File: config.mk
export PLATFORM = sky130hd
export DESIGN_NAME = digit_editor
export DESIGN_NICKNAME = d
export VERILOG_FILES = /design/src/rtl/digit_editor_pkg.sv /design/src/rtl/digit_editor_blink.sv /design/src/rtl/digit_editor.sv
export SDC_FILE = /design/constraint.sdc
export NUM_CORES = 1
export LEC_CHECK = 0
export ABC_AREA = 0
export CORE_UTILIZATION = 52
export CTS_CLUSTER_SIZE = 40
export DETAILED_ROUTE_END_ITERATION = 8
export GPL_ROUTABILITY_DRIVEN = 1
export MAX_ROUTING_LAYER = met4
export PLACE_DENSITY_LB_ADDON = 0.2
export SYNTH_ARGS = -nofsm -noshare
export SYNTH_HDL_FRONTEND = slang
export SYNTH_SLANG_ARGS = --single-unit
File: constraint.sdc
create_clock -name clk -period 8.35 [get_ports clk]
set_input_delay 2.505 -clock clk [delete_from_list [all_inputs] [get_ports clk]]
set_output_delay 2.505 -clock clk [all_outputs]
set_load 0.03 [all_outputs]
File: src/rtl/digit_editor_pkg.sv
// Shared constants, action encoding and helpers for the front-panel digit editor.
package digit_editor_pkg;

  localparam logic [5:0] DISP_MASK  = 6'b11_0001;
  localparam int         MAX_DIGITS = 99;
  localparam int         MAX_RADIX  = 16;

  typedef enum logic [2:0] {
    ACT_NONE,
    ACT_CLR,
    ACT_INC,
    ACT_DEC,
    ACT_NXT,
    ACT_PRV
  } action_e;

  function automatic int cursor_width(input int n);
    return (n > 1) ? $clog2(n) : 1;
  endfunction

endpackage

File: src/rtl/digit_editor_blink.sv
// Blink phase generator: toggles phase every DIV cycles; restart forces phase on.
module blink_timer #(
  parameter int DIV = 25_000_000
) (
  input  logic clk,
  input  logic reset_n,
  input  logic restart,
  output logic phase
);

  localparam int CW = (DIV > 1) ? $clog2(DIV) : 1;

  logic [CW-1:0] count;

  always_ff @(posedge clk) begin
    if (!reset_n || restart) begin
      count <= '0;
      phase <= 1'b1;
    end else if (count == CW'(DIV - 1)) begin
      count <= '0;
      phase <= ~phase;
    end else begin
      count <= count + 1'b1;
    end
  end

endmodule

File: src/rtl/digit_editor.sv
// Multi-digit front-panel editor with cursor and seven-segment bundle.
// Optional blinking of the edited digit: define DIGIT_EDITOR_BLINK_EN.
module digit_editor
  import digit_editor_pkg::*;
#(
  parameter int DIGITS    = 10,
  parameter int RADIX     = 10,
  parameter int BLINK_DIV = 25_000_000
) (
  input  logic                              clk,
  input  logic                              reset_n,
  input  logic                              inc,
  input  logic                              dec,
  input  logic                              nxt,
  input  logic                              prv,
  input  logic                              clr,
  output logic [4*DIGITS-1:0]               mem,
  output logic [cursor_width(DIGITS)-1:0]   addr,
  output logic [3:0]                        cur,
  output logic                              changed,
  output logic [5:0]                        e,
  output logic [23:0]                       d
);

  localparam int AW = cursor_width(DIGITS);

  action_e    act;
  logic [3:0] digit [DIGITS];
  logic [4:0] sum5;
  logic [4:0] diff5;
  logic [3:0] inc_val;
  logic [3:0] dec_val;
  logic [6:0] pos;

  always_comb begin
    act = ACT_NONE;
    if      (clr) act = ACT_CLR;
    else if (inc) act = ACT_INC;
    else if (dec) act = ACT_DEC;
    else if (nxt) act = ACT_NXT;
    else if (prv) act = ACT_PRV;
  end

  assign cur = digit[addr];

  // 5-bit arithmetic so the RADIX=16 wrap is visible before truncation
  always_comb begin
    sum5    = {1'b0, cur} + 5'd1;
    diff5   = {1'b0, cur} - 5'd1;
    inc_val = (sum5 == 5'(RADIX)) ? '0 : sum5[3:0];
    dec_val = (cur == '0) ? 4'(RADIX - 1) : diff5[3:0];
  end

  always_ff @(posedge clk) begin
    if (!reset_n) begin
      digit   <= '{default: '0};
      addr    <= '0;
      changed <= 1'b0;
    end else begin
      changed <= (act == ACT_CLR) || (act == ACT_INC) || (act == ACT_DEC);
      case (act)
        ACT_CLR: digit      <= '{default: '0};
        ACT_INC: digit[addr] <= inc_val;
        ACT_DEC: digit[addr] <= dec_val;
        ACT_NXT: addr <= (addr == AW'(DIGITS - 1)) ? '0 : addr + 1'b1;
        ACT_PRV: addr <= (addr == '0) ? AW'(DIGITS - 1) : addr - 1'b1;
        default: ;
      endcase
    end
  end

  always_comb begin
    mem = '0;
    for (int unsigned i = 0; i < DIGITS; i++) mem[4*i +: 4] = digit[i];
  end

  always_comb begin
    pos      = 7'(addr) + 7'd1;
    d        = '0;
    d[23:20] = 4'(pos / 7'd10);
    d[19:16] = 4'(pos % 7'd10);
    d[3:0]   = cur;
  end

`ifdef DIGIT_EDITOR_BLINK_EN
  logic phase;

  blink_timer #(.DIV(BLINK_DIV)) u_blink (
    .clk     (clk),
    .reset_n (reset_n),
    .restart (act != ACT_NONE),
    .phase   (phase)
  );

  assign e = {DISP_MASK[5:1], phase};
`else
  assign e = DISP_MASK;
`endif

endmodule

==> flow_metrics.py, run 1 <==
metrics = {
    "outcome": {
        "status": "finished clean",
    },
    "critical_path": {
        "r2r-start": "addr[0]$_SDFFE_PN0P_",
        "required_ns": 5.85,
        "cp-start-kind": "register",
        "worstSetupEndpoint": "d[19]",
        "reg2regPathDepth": 11,
        "critPathLaunch": "addr[1]$_SDFFE_PN0P_",
        "crit_type": "reg2out",
        "end_kind": "primary output",
        "crit_arrival_ns": 3.91,
        "rr_endpoint": "mem[19]$_SDFFE_PN0P_",
        "r2r_slack_ns": 4.85,
        "cp_max_fo": 17,
    },
    "die": {
        "die_area_mm2": 0.00599,
        "die_w_um": 77.4,
        "fp.coreArea_mm2": 0.00551,
        "die_h_um": 77.4,
        "num_rows": 27,
        "initial_utilization": 0.537,
        "ios": 86,
    },
    "sta": {
        "period_needed_ns": 6.42,
        "rsz0062_at_grt": "false",
        "worst_slack_ns": 1.93,
        "max_freq_mhz": 156,
        "tightest_slew_ns": 0.701,
        "fin_skew_ns": 0.00725,
        "fin_setup_tns_ns": 0,
        "setup_viol": 0,
        "worst_hold_slack_ns": 0.525,
        "hold_viol_final": 0,
        "finalMaxSlewViolations": 0,
        "relSlewSlack": 0.529,
        "final.period_utilization": 0.769,
    },
    "drt": {
        "drt_iter0_drc": 179,
        "drc": 0,
        "num_vias": 2604,
        "dr.pass1.iters": 4,
        "finalWirelength_mm": 7.66,
        "ant_nets": 0,
        "wl_per_cell_um": 17.2,
        "vias_per_cell": 5.85,
    },
    "global_routing": {
        "antenna_found_initial": 0,
        "grt_max_degree": 35,
        "top_usage_layer": "met2",
        "use_met2": 0.407,
        "grt_pass1_wl_mm": 12.2,
        "grt.overflow.total": 0,
        "grtUsageTotal": 0.271,
        "grt_use_met3": 0.0471,
        "use_met1": 0.378,
        "first_global_vias": 2399,
    },
    "clock_network": {
        "clockRootBuffer": "clkbuf_8",
        "clock_path_buffers": 2,
        "clkTransAtPathRegs_ns": 0.08,
        "h-tree-depth": 2,
        "clk_latency_ns": 0.30,
        "cts_resized": 0,
        "ctsHoldBuffers": 0,
        "cts_setup_buffers": 0,
        "cts_tree": "built",
        "cts_buffers": 5,
        "clock_sinks": 45,
    },
    "final_layout": {
        "synthToLayoutAreaGrowth_pct": 23.3,
        "antenna_cells": 0,
        "nets": 392,
        "layout-drive-gt1-share": 0.153,
    },
    "yosys": {
        "synth-compound-area-share": 0.273,
        "synth_cell_types": 62,
        "synth_area_mm2": 0.00296,
        "yosys.area_share.adder": 0.0508,
        "synthXorXnorAreaFrac": 0.0237,
        "syn_inst": 318,
        "synth_top_family_by_area": "compound AO/OA/AOI/OAI gates",
        "synth_top_flop_cell": "dfxtp_1",
        "ys_ff_latch": 45,
        "muxShareOfSynthArea": 0.0961,
        "yosys.area_share.simple": 0.150,
        "seq_area_frac_synth": 0.305,
        "synth-edff-count": 0,
        "async_flop_share": 0,
        "yosysWarnings": 0,
        "syn-mean-instance-area_um2": 9.29,
    },
    "power": {
        "power_switching_mw": 0.162,
        "swShare": 0.316,
        "ir_drop_mv": 0.0776,
        "clockPowerShare": 0.315,
        "p_total_mw": 0.511,
        "pwr_density_cell_mw_per_mm2": 140,
        "seqPwrFrac": 0.437,
        "internal-power_mw": 0.349,
        "leakage_nw": 1.39,
        "p_comb_frac": 0.248,
    },
    "min_path": {
        "min_path_type": "reg2reg",
    },
    "place": {
        "place_ws_ns": 2.29,
        "dpl.hpwl_mm": 5.70,
        "portBuffers": 65,
        "place.gp.congestion": 0.915,
    },
    "job": {
        "max_cap_violations": 0,
    },
}
-- worst min-delay path by stage --
stage                     cells after the start                   end                 start  slack [ns]
after floorplan                               2  mem[38]$_SDFFE_PN0P_  mem[38]$_SDFFE_PN0P_        0.63
after global placement                        2  mem[38]$_SDFFE_PN0P_  mem[38]$_SDFFE_PN0P_        0.50
after detailed placement                      2  mem[34]$_SDFFE_PN0P_  mem[34]$_SDFFE_PN0P_        0.51
after CTS                                     2  mem[34]$_SDFFE_PN0P_  mem[34]$_SDFFE_PN0P_        0.52
after global routing                          2  mem[34]$_SDFFE_PN0P_  mem[34]$_SDFFE_PN0P_        0.56
final                                         2  mem[38]$_SDFFE_PN0P_  mem[38]$_SDFFE_PN0P_        0.52
-- synthesized netlist by cell type (all sizes together), types with 4 or more instances --
cell    count  area share
a211oi      4       0.010
a21oi      19       0.037
a22o        5       0.015
a31oi       5       0.016
and2        4      0.0085
buf        30       0.074
clkbuf      8       0.010
dfxtp      45        0.30
ha         12       0.051
inv        11       0.015
mux2        4       0.015
mux2i       4       0.014
mux4        8       0.067
nand2      18       0.023
nand2b      4      0.0085
nand3       5      0.0085
nor2       33       0.053
nor2b       8       0.017
nor3        4      0.0085
o21ai      22       0.040
o221a      24       0.091
xnor2       5       0.015
-- state kept, by name, summed over array words and instances, names as in the netlist --
name and cells:
addr 4, mem 40, changed 1
-- area by class of cell --
class	count	area (µm²)
tap	72	90.1
clock buffer	5	68.8
timing repair buffer	68	673
fill	469	1860
clock inverter	2	35.0
inverter	11	43.8
multi-input combinational	242	1830
sequential	45	901
-- power by group through the flow --
stage | Combinational [mW] | Sequential, mW | Clock, mW
floorplan | 0.0927 | 0.233 | 0
global placement | 0.124 | 0.228 | 0
detailed placement | 0.125 | 0.228 | 0
CTS | 0.126 | 0.223 | 0.163
global route | 0.135 | 0.224 | 0.171
finish | 0.126 | 0.223 | 0.161
-- layer usage --
| metal | up-vias | part of all wire |
|---|---|---|
| met5 | - | 0 |
| met4 | 0 | 0.0099 |
| met1 | 1238 | 0.45 |
| met2 | 104 | 0.46 |
| met3 | 9 | 0.073 |
| li1 | 1253 | - |
-- placed cells by master, fill, tap and decap left out, types with 3 or more instances in the layout --
cell type / count
clkdlybuf4s50_1: 65
dfxtp_1: 45
nor2_1: 29
o221a_2: 22
conb_1: 20
o21ai_0: 19
nand2_1: 18
a21oi_1: 17
ha_1: 12
inv_1: 9
nor2b_1: 7
mux4_1: 5
nand3_1: 5
xnor2_1: 5
clkbuf_8: 5
mux2i_1: 4
a22o_1: 4
a211oi_1: 4
mux2_2: 4
and2_1: 4
nand2b_1: 4
a31oi_1: 4
xor2_1: 3
mux4_2: 3
nor3_1: 3
o21bai_1: 3
buf_4: 3
-- kinds of logic after synthesis --
group,count (synthesis)
compound gates,101
simple gates,85
buf+inv,49
flops,45
mux,16
fa+ha+maj,12
xor+xnor,8
other cells,2
-- worst max-delay path, cell delays in order, from the launching register on --
cell	delay, ns
dfxtp_1	0.74
ha_1	0.42
xnor2_1	0.25
nand2_1	0.10
ha_1	0.26
xor2_1	0.20
ha_1	0.22
nand2_1	0.06
a211oi_1	0.06
a21oi_1	0.35
nand2b_1	0.12
xnor2_1	0.16
clkdlybuf4s50_1	0.68
-- per-stage QoR --
stage	instance area (µm²)	instances	utilization
floorplan	3020	336	-
global placement	3540	438	0.643
detailed placement	3540	438	0.643
CTS	3640	445	0.662
global route	3640	445	0.662
finish	3640	445	0.662
(Power assumes the default switching activity.)
==> run 2, diff against run 1 <==
Settings changed: CORE_UTILIZATION 52 to 43.
Clock period 8.35 ns to 5.4 ns, I/O delays scaled along.
==> run 2 against run 1 <==
  * The flow now finishes with violations (design-rule violations)
  * Combinational power rose by 57%
  * Setup slack got worse by 1.6 ns
  * Critical path depth fell by 1
  * Cell count rose by 1.6%
  * Hold slack improved by 0.0010 ns
  * Sequential power rose by 54%
  * Non-clock buffer count rose by 1
  * First-iteration DRC count fell by 22%
  * Global-route usage fell by 3.1 points
  * Core utilization fell by 9.8 points
  * Routed wire length rose by 4.4%
  * Critical endpoint is now d[17]
  * Largest cell class unchanged
  * Largest power group unchanged
  * Highest routed layer unchanged
==> flow_metrics.py, run 2 (synthesis results as in run 1) <==
metrics = {
    "outcome": {
        "status": "finished with violations",
        "violations": "design-rule violations",
    },
    "final_layout": {
        "synthToLayoutAreaGrowth_pct": 24.0,
        "layout-drive-gt1-share": 0.163,
        "antenna_cells": 0,
        "nets": 393,
        "largest_reg_flops": 40,
        "final_common_cell": "clkdlybuf4s50_1",
        "layout_common_cells": "clkdlybuf4s50_1, dfxtp_1, nor2_1, o221a_2, conb_1",
    },
    "die": {
        "ios": 86,
        "die_w_um": 84.9,
        "die_h_um": 84.9,
        "fp.coreArea_mm2": 0.00649,
        "die_area_mm2": 0.00721,
        "num_rows": 29,
        "initial_utilization": 0.455,
    },
    "place": {
        "place.gp.congestion": 0.869,
        "dpl.hpwl_mm": 6.01,
        "portBuffers": 65,
    },
    "sta": {
        "relSlewSlack": 0.518,
        "tightest_slew_ns": 0.718,
        "rsz0062_at_grt": "false",
        "period_needed_ns": 5.06,
        "final.period_utilization": 0.937,
        "setup_viol": 0,
        "fin_setup_tns_ns": 0,
        "hold_viol_final": 0,
        "fin_skew_ns": 0.00698,
        "finalMaxSlewViolations": 0,
        "max_freq_mhz": 198,
    },
    "drt": {
        "num_vias": 2624,
        "vias_per_cell": 5.81,
        "finalWirelength_mm": 8.00,
        "wl_per_cell_um": 17.7,
        "met3_length_um": 386,
        "dr.pass1.iters": 7,
        "wl_met2_mm": 3.72,
        "wl_met1_mm": 3.78,
        "top_layer": "met4",
        "drc": 4,
        "drt_iter0_drc": 140,
        "ant_nets": 0,
    },
    "clock_network": {
        "clk_latency_ns": 0.30,
        "clkTransAtPathRegs_ns": 0.09,
        "cts_resized": 0,
        "clock_path_buffers": 2,
        "cts_buffers": 5,
        "clockRootBuffer": "clkbuf_8",
        "clock_sinks": 45,
        "h-tree-depth": 2,
        "cts_setup_buffers": 0,
        "cts_tree": "built",
        "ctsHoldBuffers": 0,
    },
    "critical_path": {
        "crit_arrival_ns": 3.44,
        "cp_max_fo": 14,
        "crit_type": "reg2out",
        "cp-start-kind": "register",
        "end_kind": "primary output",
        "required_ns": 3.78,
    },
    "global_routing": {
        "grt_max_degree": 35,
        "grt.overflow.total": 0,
        "first_global_vias": 2586,
        "grt_pass1_wl_mm": 13.1,
        "antenna_found_initial": 0,
        "grtUsageTotal": 0.239,
    },
    "job": {
        "max_cap_violations": 0,
    },
    "power": {
        "p_total_mw": 0.802,
        "swShare": 0.321,
        "internal-power_mw": 0.544,
        "seqPwrFrac": 0.429,
        "leakage_nw": 1.40,
        "ir_drop_mv": 0.168,
        "clockPowerShare": 0.325,
        "pwr_density_cell_mw_per_mm2": 219,
        "p_comb_frac": 0.246,
        "power_switching_mw": 0.258,
    },
    "min_path": {
        "min_path_type": "reg2reg",
    },
}
run 2: cell count changes in the layout (fill, tap and decap cells not counted), sizes merged:
cell	delta
buf	+3
clkdlybuf4s50	-2
clkinvlp	+1
run 2: final timing paths:
path / startpoint / to / slack (ns) / depth (start not counted)
hold / removal: mem[38]$_SDFFE_PN0P_ / mem[38]$_SDFFE_PN0P_ / 0.53 / 2
setup reg to reg: addr[0]$_SDFFE_PN0P_ / mem[7]$_SDFFE_PN0P_ / 1.84 / 12
setup / recovery: addr[2]$_SDFFE_PN0P_ / d[17] / 0.34 / 11
hold reg to reg: mem[38]$_SDFFE_PN0P_ / mem[38]$_SDFFE_PN0P_ / 0.53 / 2
run 2: area by class of cell:
type	count	area, µm²
well taps	77	96.3
flip-flops and latches	45	901
inverters	11	43.8
fillers	632	2830
clock inverters	3	46.3
multi-input cells	242	1830
repair buffers	69	676
clock buffers	5	68.8
run 2: per-stage QoR:
stage | instances | hold WS, ns | setup slack [ns] | instance area (µm²) | util
2_1_floorplan | 336 | 0.626 | 0.251 | 3020 | -
3_3_place_gp | 444 | 0.503 | 0.819 | 3550 | 0.547
3_5_place_dp | 444 | 0.513 | 0.666 | 3550 | 0.547
4_1_cts | 452 | 0.525 | 0.324 | 3660 | 0.564
5_1_grt | 452 | 0.536 | 0.0682 | 3660 | 0.564
6_report | 452 | 0.526 | 0.343 | 3660 | 0.564
run 2: worst max-delay path, cell delays in order (launching register included):
cell and delay [ns]:
dfxtp_1 0.59, nand3_1 0.23, xor2_1 0.26, nand2_1 0.09, ha_1 0.27, xor2_1 0.20, ha_1 0.22, nand2_1 0.06
a211oi_1 0.06, a21oi_1 0.31, xnor2_1 0.17, clkdlybuf4s50_1 0.68
run 2: power groups by stage:
stage	Clock (mW)	Sequential [mW]	Combinational (mW)
CTS	0.263	0.344	0.197
global placement	0	0.351	0.194
global route	0.278	0.345	0.211
finish	0.260	0.344	0.198
floorplan	0	0.361	0.143
detailed placement	0	0.351	0.196
run 2: per-layer routing:
layer,global-route usage,vias to the layer above
met4,0.0586,0
li1,-,1247
met2,0.381,87
met5,-,-
met3,0.0428,10
met1,0.316,1280
==> run 3, diff against run 2 <==
Settings changed: CORE_UTILIZATION 43 to 52.
Clock period 5.4 ns to 5.9 ns, I/O delays scaled along.
==> run 3 against run 2 <==
  * The run now ends clean
  * Global-route usage rose by 3.8 points
  * Register-to-register slack improved by 0.49 ns
  * Core utilization rose by 9.5 points
  * Setup slack improved by 0.17 ns
  * Highest routed layer unchanged
  * Sequential share of layout area rose by 0.23 points
  * Non-clock buffer count did not move
  * Hold slack got worse by 0.0094 ns
  * Final area fell by 0.92%
  * Critical path type unchanged
  * Clock-buffer cell count rose by 1
  * Critical path depth rose by 1
  * Critical endpoint is now d[19]
  * Die area fell by 17%
==> flow_metrics.py, run 3 (synthesis results as in run 1) <==
metrics = {
    "drt": {
        "drt_iter0_drc": 204,
        "dr.pass1.iters": 5,
        "vias_per_cell": 5.96,
        "wl_per_cell_um": 17.7,
        "drc": 0,
        "num_vias": 2663,
        "ant_nets": 0,
        "finalWirelength_mm": 7.92,
    },
    "final_layout": {
        "final_common_cell": "clkdlybuf4s50_1",
        "layout_common_cells": "clkdlybuf4s50_1, dfxtp_1, nor2_1, o221a_2, conb_1",
        "stdcell_area_mm2": 0.00363,
        "nets": 393,
        "finalCoreUtilization": 0.659,
        "layout-drive-gt1-share": 0.155,
        "largest_reg_flops": 40,
        "synthToLayoutAreaGrowth_pct": 22.9,
        "antenna_cells": 0,
    },
    "global_routing": {
        "grtUsageTotal": 0.277,
        "first_global_vias": 2465,
        "grt_pass1_wl_mm": 12.7,
        "grt.overflow.total": 0,
        "antenna_found_initial": 0,
        "grt_max_degree": 31,
    },
    "sta": {
        "hold_viol_final": 0,
        "rsz0062_at_grt": "false",
        "fin_skew_ns": 0.00729,
        "fin_setup_tns_ns": 0,
        "worst_slack_ns": 0.509,
        "max_freq_mhz": 185,
        "final.period_utilization": 0.914,
        "finalMaxSlewViolations": 0,
        "setup_viol": 0,
        "period_needed_ns": 5.39,
        "relSlewSlack": 0.280,
        "tightest_slew_ns": 1.08,
    },
    "clock_network": {
        "cts_tree": "built",
        "cts_resized": 0,
        "h-tree-depth": 2,
        "clock_sinks": 45,
        "ctsHoldBuffers": 0,
        "cts_setup_buffers": 0,
        "clock_path_buffers": 2,
        "clkTransAtPathRegs_ns": 0.09,
        "clk_latency_ns": 0.30,
        "clockRootBuffer": "clkbuf_8",
        "cts_buffers": 5,
    },
    "power": {
        "swShare": 0.336,
        "power_switching_mw": 0.230,
        "p_total_mw": 0.684,
        "leakage_nw": 1.39,
        "pwr_density_cell_mw_per_mm2": 188,
        "internal-power_mw": 0.454,
        "ir_drop_mv": 0.165,
        "seqPwrFrac": 0.461,
        "clockPowerShare": 0.274,
        "p_comb_frac": 0.265,
    },
    "critical_path": {
        "worstPathCellList": "ha_1 > xnor2_1 > nand2_1 > ha_1 > xor2_1 > ha_1 > nand2_1 > a211oi_1 > a21oi_1 > nand2b_1 > xnor2_1 > clkdlybuf4s50_1",
        "crit_top_cell": "ha_1",
        "end_kind": "primary output",
        "cpMaxStageDelayCell": "clkdlybuf4s50_1",
        "cp_max_fo": 8,
        "required_ns": 4.13,
        "crit_type": "reg2out",
        "r2r-start": "addr[0]$_SDFFE_PN0P_",
        "cp_slowest_stage_delay_ns": 0.68,
        "cp-start-kind": "register",
        "critPathLaunch": "addr[1]$_SDFFE_PN0P_",
        "crit_arrival_ns": 3.62,
    },
    "place": {
        "place.gp.congestion": 0.892,
        "dpl.hpwl_mm": 5.84,
        "place_area_mm2": 0.00355,
        "place_ws_ns": 0.893,
        "portBuffers": 65,
    },
    "die": {
        "ios": 86,
        "die_w_um": 77.4,
        "fp.coreArea_mm2": 0.00551,
        "num_rows": 27,
        "die_area_mm2": 0.00599,
        "die_h_um": 77.4,
        "initial_utilization": 0.537,
    },
    "job": {
        "max_cap_violations": 0,
    },
    "min_path": {
        "min_path_type": "reg2reg",
        "hp-start": "mem[34]$_SDFFE_PN0P_",
    },
    "outcome": {
        "status": "finished clean",
    },
}
run 3: layout make-up:
class	instances	area, µm²
Clock buffer	6	72.6
Clock inverter	2	10.0
Fill cell	470	1880
Inverter	11	43.8
Multi-Input combinational cell	242	1830
Sequential cell	45	901
Tap cell	72	90.1
Timing Repair Buffer	69	681
run 3: final timing paths:
kind | end | depth (start not counted) | slack, ns
setup / recovery | d[19] | 12 | 0.51
hold / removal | mem[34]$_SDFFE_PN0P_ | 2 | 0.52
setup reg to reg | mem[19]$_SDFFE_PN0P_ | 12 | 2.33
hold reg to reg | mem[34]$_SDFFE_PN0P_ | 2 | 0.52
run 3: worst max-delay path: cells and delay by family, from the launching register on:
family	cells	cell delay, ns
compound gates	2	0.45
xor+xnor	3	0.60
fa+ha+maj	3	0.82
buf+inv	1	0.68
flops	1	0.47
simple gates	3	0.31
run 3: power groups by stage:
stage	clock (mW)	combinational (mW)	sequential, mW
after global routing	0.206	0.193	0.316
after floorplan	0	0.131	0.330
final	0.187	0.181	0.315
after detailed placement	0	0.178	0.322
after CTS	0.188	0.179	0.315
after global placement	0	0.177	0.322
run 3: routing by layer:
metal / vias to the layer above / global-route usage / wire length [µm] / share of wire
li1: 1256 / - / - / -
met1: 1279 / 0.362 / 3640 / 0.46
met2: 126 / 0.445 / 3690 / 0.47
met3: 2 / 0.0588 / 577 / 0.073
met4: 0 / 0.0509 / 19 / 0.0024
met5: - / - / 0 / 0
run 3: stage by stage:
| stage | instances | hold WS (ns) |
|---|---|---|
| floorplan | 336 | 0.626 |
| global placement | 439 | 0.503 |
| finish | 447 | 0.516 |
| CTS | 447 | 0.517 |
| detailed placement | 439 | 0.505 |
| global route | 447 | 0.550 |
